===== src/rtl/tie_queue_fifo.sv =====
// Parametrised FIFO bridging a producer core's TIE output queue to a consumer core's TIE input queue.
// Show-ahead head output, registered status flags, synchronous flush and sticky error flags.
module tie_queue_fifo #(
  parameter int unsigned DATA_WIDTH = 32,
  parameter int unsigned DEPTH      = 4,
  parameter int unsigned AF_LEVEL   = DEPTH - 1,
  parameter int unsigned CNT_W      = $clog2(DEPTH + 1)
) (
  input  logic                  CLK,
  input  logic                  RST_N,
  input  logic                  FLUSH,
  input  logic                  TIE_OPQ_PushReq,
  input  logic [DATA_WIDTH-1:0] TIE_OPQ,
  output logic                  TIE_OPQ_Full,
  output logic                  TIE_OPQ_AlmostFull,
  input  logic                  TIE_IPQ_PopReq,
  output logic [DATA_WIDTH-1:0] TIE_IPQ,
  output logic                  TIE_IPQ_Empty,
  output logic [CNT_W-1:0]      COUNT,
  output logic                  OVERFLOW,
  output logic                  UNDERFLOW
);

  localparam int unsigned PTR_W = (DEPTH > 1) ? $clog2(DEPTH) : 1;
  localparam logic [CNT_W-1:0] DEPTH_C  = CNT_W'(DEPTH);
  localparam logic [CNT_W-1:0] AF_C     = CNT_W'(AF_LEVEL);
  localparam logic [PTR_W-1:0] LAST_PTR = PTR_W'(DEPTH - 1);

  logic [DATA_WIDTH-1:0] mem [DEPTH];
  logic [PTR_W-1:0]      wr_ptr;
  logic [PTR_W-1:0]      rd_ptr;
  logic [CNT_W-1:0]      count_next;
  logic                  push_ok;
  logic                  pop_ok;

  assign push_ok = TIE_OPQ_PushReq & ~TIE_OPQ_Full;
  assign pop_ok  = TIE_IPQ_PopReq & ~TIE_IPQ_Empty;

  always_comb begin
    count_next = COUNT;
    if (FLUSH) begin
      count_next = '0;
    end else if (push_ok && !pop_ok) begin
      count_next = COUNT + CNT_W'(1);
    end else if (pop_ok && !push_ok) begin
      count_next = COUNT - CNT_W'(1);
    end
  end

  // Flags are registered from count_next so they never depend combinationally on inputs.
  always_ff @(posedge CLK or negedge RST_N) begin
    if (!RST_N) begin
      wr_ptr             <= '0;
      rd_ptr             <= '0;
      COUNT              <= '0;
      TIE_OPQ_Full       <= 1'b0;
      TIE_IPQ_Empty      <= 1'b1;
      TIE_OPQ_AlmostFull <= 1'b0;
      OVERFLOW           <= 1'b0;
      UNDERFLOW          <= 1'b0;
    end else begin
      COUNT              <= count_next;
      TIE_OPQ_Full       <= (count_next == DEPTH_C);
      TIE_IPQ_Empty      <= (count_next == '0);
      TIE_OPQ_AlmostFull <= (count_next >= AF_C);
      if (FLUSH) begin
        wr_ptr    <= '0;
        rd_ptr    <= '0;
        OVERFLOW  <= 1'b0;
        UNDERFLOW <= 1'b0;
      end else begin
        if (push_ok) begin
          wr_ptr <= (wr_ptr == LAST_PTR) ? '0 : wr_ptr + PTR_W'(1);
        end
        if (pop_ok) begin
          rd_ptr <= (rd_ptr == LAST_PTR) ? '0 : rd_ptr + PTR_W'(1);
        end
        if (TIE_OPQ_PushReq && TIE_OPQ_Full) begin
          OVERFLOW <= 1'b1;
        end
        if (TIE_IPQ_PopReq && TIE_IPQ_Empty) begin
          UNDERFLOW <= 1'b1;
        end
      end
    end
  end

  // Storage is deliberately not reset; the write is also qualified by RST_N so no partial write lands.
  always_ff @(posedge CLK) begin
    if (RST_N && push_ok && !FLUSH) begin
      mem[wr_ptr] <= TIE_OPQ;
    end
  end

  assign TIE_IPQ = TIE_IPQ_Empty ? '0 : mem[rd_ptr];

endmodule


===== config.mk =====
export PLATFORM = sky130hd
export DESIGN_NAME = tie_queue_fifo
export DESIGN_NICKNAME = d
export VERILOG_FILES = /design/src/rtl/tie_queue_fifo.sv
export SDC_FILE = /design/constraint.sdc
export NUM_CORES = 1
export LEC_CHECK = 0
export ABC_AREA = 1
export CAP_MARGIN = 5
export CORE_MARGIN = 1.5
export CORE_UTILIZATION = 25
export CTS_BUF_LIST = sky130_fd_sc_hd__clkbuf_8
export DETAILED_ROUTE_END_ITERATION = 16
export HOLD_SLACK_MARGIN = 0.08
export MAX_ROUTING_LAYER = met4
export SYNTH_ARGS = -nofsm -noshare
export SYNTH_HDL_FRONTEND = slang
export SYNTH_SLANG_ARGS = --single-unit

===== constraint.sdc =====
create_clock -name CLK -period 4.7 [get_ports CLK]
set_input_delay 1.41 -clock CLK [delete_from_list [all_inputs] [get_ports CLK]]
set_output_delay 1.41 -clock CLK [all_outputs]
set_load 0.1 [all_outputs]

==> impl_metrics.toml <==
[status]
status = "finished, final reports clean"

[route]
drtPass1Iterations = 5
vias = 3620
routed_via_density = 4.31
drc = 0
drt_wl_total_mm = 13.0
wl_per_cell_um = 15.5
ant_nets = 0
drtIter0Drc = 217

[critical_path]
required_ps = 3290
r2r_setup_slack_ps = 2540
critPathKind = "reg -> out"
path_max_fanout = 35
arrival_ps = 2400
reg2reg_from = "TIE_OPQ_Full"
start_kind = "register"
reg2reg_to = "mem[0][4]"
worstRegToRegCells = 4
cp-end-kind = "primary output"

[synth]
synthTopCellsByArea = "edfxtp_1 68%, nor2_1 9.0%, dfrtp_1 4.8%, o21ai_1 4.3%, a21oi_1 3.1%"
postSynthCellCount = 469
synth-main-ff-cell = "edfxtp_1"
synth.distinct_cells = 21
synthArstFlopShare_pct = 8.57
yosysWarnings = 0
synth_top_area_share_pct = 67.6
synth_seq_cells = 140
synthesis.area_um2 = 5680
synthTopCellsByCount = "137 x nor2_1, 128 x edfxtp_1, 49 x o21ai_1"
syn_avg_cell_area_um2 = 12.1
ys_seq_area_share_pct = 72.9
yosys.area.top_type = "edfxtp_1"
yosysMostFrequentCell = "nor2_1"
synth_edf_count = 128
syn_nets = 513

[sta]
slew_headroom_pct = 35.2
fin_skew_ps = 7.95
setup_viol = 0
tightestPinTransition_ps = 968
finalSetupTns_ps = 0
hold_viol = 0
fmaxAchievable_mhz = 262
period_share_pct = 81.1
report.final.slew_viol_count = 0
grt_setup_unrepaired = "false"
period_minus_slack_ps = 3810

[die]
die_w_um = 154
dieArea_um2 = 23600
initial_utilization_pct = 25.7
ios = 77
die_h_um = 154
rows = 54
core_um2 = 22100

[cts]
cts_sinks = 140
clockBufferDepth = 2
htree_levels = 4
tritoncts = "built"
cts_buffers = 17
cts_setup_buffers = 0
clkLatencyLatePin_ps = 430
clkTransAtPathRegs_ps = 80
cts-root-buf = "clkbuf_8"
cts_resized = 0
postCtsHoldBufs = 0

[global_routing]
grt_first_pass_wirelength_mm = 20.6
grt_usage_pct = 12.0
grt-ovfl-total = 0
grt_pass1_vias = 3692
grt_max_degree = 67
antenna_found_initial = 0

[final_layout]
diodes = 0
stdcell_count = 840
num-nets-final = 591
drive_gt1_share_pct = 17.0
area_growth_pct = 31.8

[worst_hold_path]
holdCritStartpoint = "UNDERFLOW"
min_to = "UNDERFLOW"
hold-path-cell-count = 2
hold_path.class = "reg -> reg"

[power]
p_per_area_nw_per_um2 = 602
leakagePower_nw = 2.64
vdd.ir_drop.worst_uv = 332

[placed_design]
hpwlAfterDp_mm = 8.18
io_buffers = 76
dp.cells = 808
place_congestion = 0.730

[flow_run]
drv_cap = 0
==> registers in the layout, indices dropped and copies added (netlist names) <==
name	cells
TIE_OPQ_AlmostFull	1
wr_ptr	2
UNDERFLOW	1
rd_ptr	2
TIE_OPQ_Full	1
COUNT	3
TIE_IPQ_Empty	1
mem	128
OVERFLOW	1
==> worst max-delay path, cell delays in order (launching register included) <==
cell	delay [ps]
dfrtp_2	410
inv_2	370
buf_4	450
o21ai_1	120
a21oi_1	380
buf_12	230
==> cell type report <==
cell class	instances	area [um^2]
Clock buffer	17	234
Clock inverter	15	210
Fill cell	2129	14600
Inverter	19	71.3
Multi-Input combinational cell	284	1330
Sequential cell	140	4150
Tap cell	280	350
Timing Repair Buffer	85	1150
==> worst max path at each step <==
stage	from	to	cells after the start
2_1_floorplan	TIE_IPQ_Empty	TIE_IPQ[0]	3
3_3_place_gp	FLUSH	mem[0][5]	5
3_5_place_dp	FLUSH	mem[0][3]	5
4_1_cts	rd_ptr[0]	TIE_IPQ[20]	5
5_1_grt	rd_ptr[0]	TIE_IPQ[20]	5
6_report	rd_ptr[0]	TIE_IPQ[20]	5
==> per-stage QoR <==
step                area [um^2]  utilization (%)  hold WS [ps]  power [mW]  setup WS [ps]
finish                     7490             33.9           533        4.51            889
global route               7490             33.9           597        4.71            682
CTS                        7490             33.9           541        4.57            799
detailed placement         7050             31.9           521        3.48            861
global placement           7050             31.9           515        3.47            903
floorplan                  5680                -           579        2.80            886
==> metal layers <==
| layer | track usage (%) | up-vias | share of wire [%] |
|---|---|---|---|
| met4 | 4.02 | 0 | 0.48 |
| met2 | 18.6 | 100 | 48 |
| met5 | - | - | 0 |
| li1 | - | 1783 | - |
| met3 | 2.85 | 2 | 5.8 |
| met1 | 15.4 | 1735 | 46 |
==> cell families after synthesis <==
family,Yosys count,share of synthesized area [%]
buf+inv,45,4.14
fa+ha+maj,7,1.54
simple gates,174,12.3
flops,140,72.9
compound gates,103,9.07
==> where the power goes <==
group          internal, mW  total [mW]  switching (mW)
Combinational         0.583        1.94            1.35
Sequential             1.41        1.49          0.0798
Clock                 0.591        1.08           0.492
Total                  2.58        4.51            1.93
==> cells in the final DEF (no fill, tap or decap) <==
cell type	Yosys	routed
dfrtp_2	0	2
nand3_1	12	12
dfrtp_1	11	9
clkinv_4	0	2
o21ai_1	49	49
ha_1	7	7
buf_4	1	10
clkdlybuf4s50_1	0	43
inv_8	0	1
nor2_2	3	3
o21ai_0	19	19
dfstp_2	1	1
nand4_1	1	1
a21oi_1	35	35
nand2_1	16	16
nor2_1	137	133
buf_12	0	32
nor2_4	2	6
inv_1	12	13
bufinv_16	0	4
inv_2	7	7
edfxtp_1	128	128
nand2_2	3	3
clkbuf_8	0	17
inv_6	0	6
clkinv_2	0	1
(Power assumes the default switching activity.)
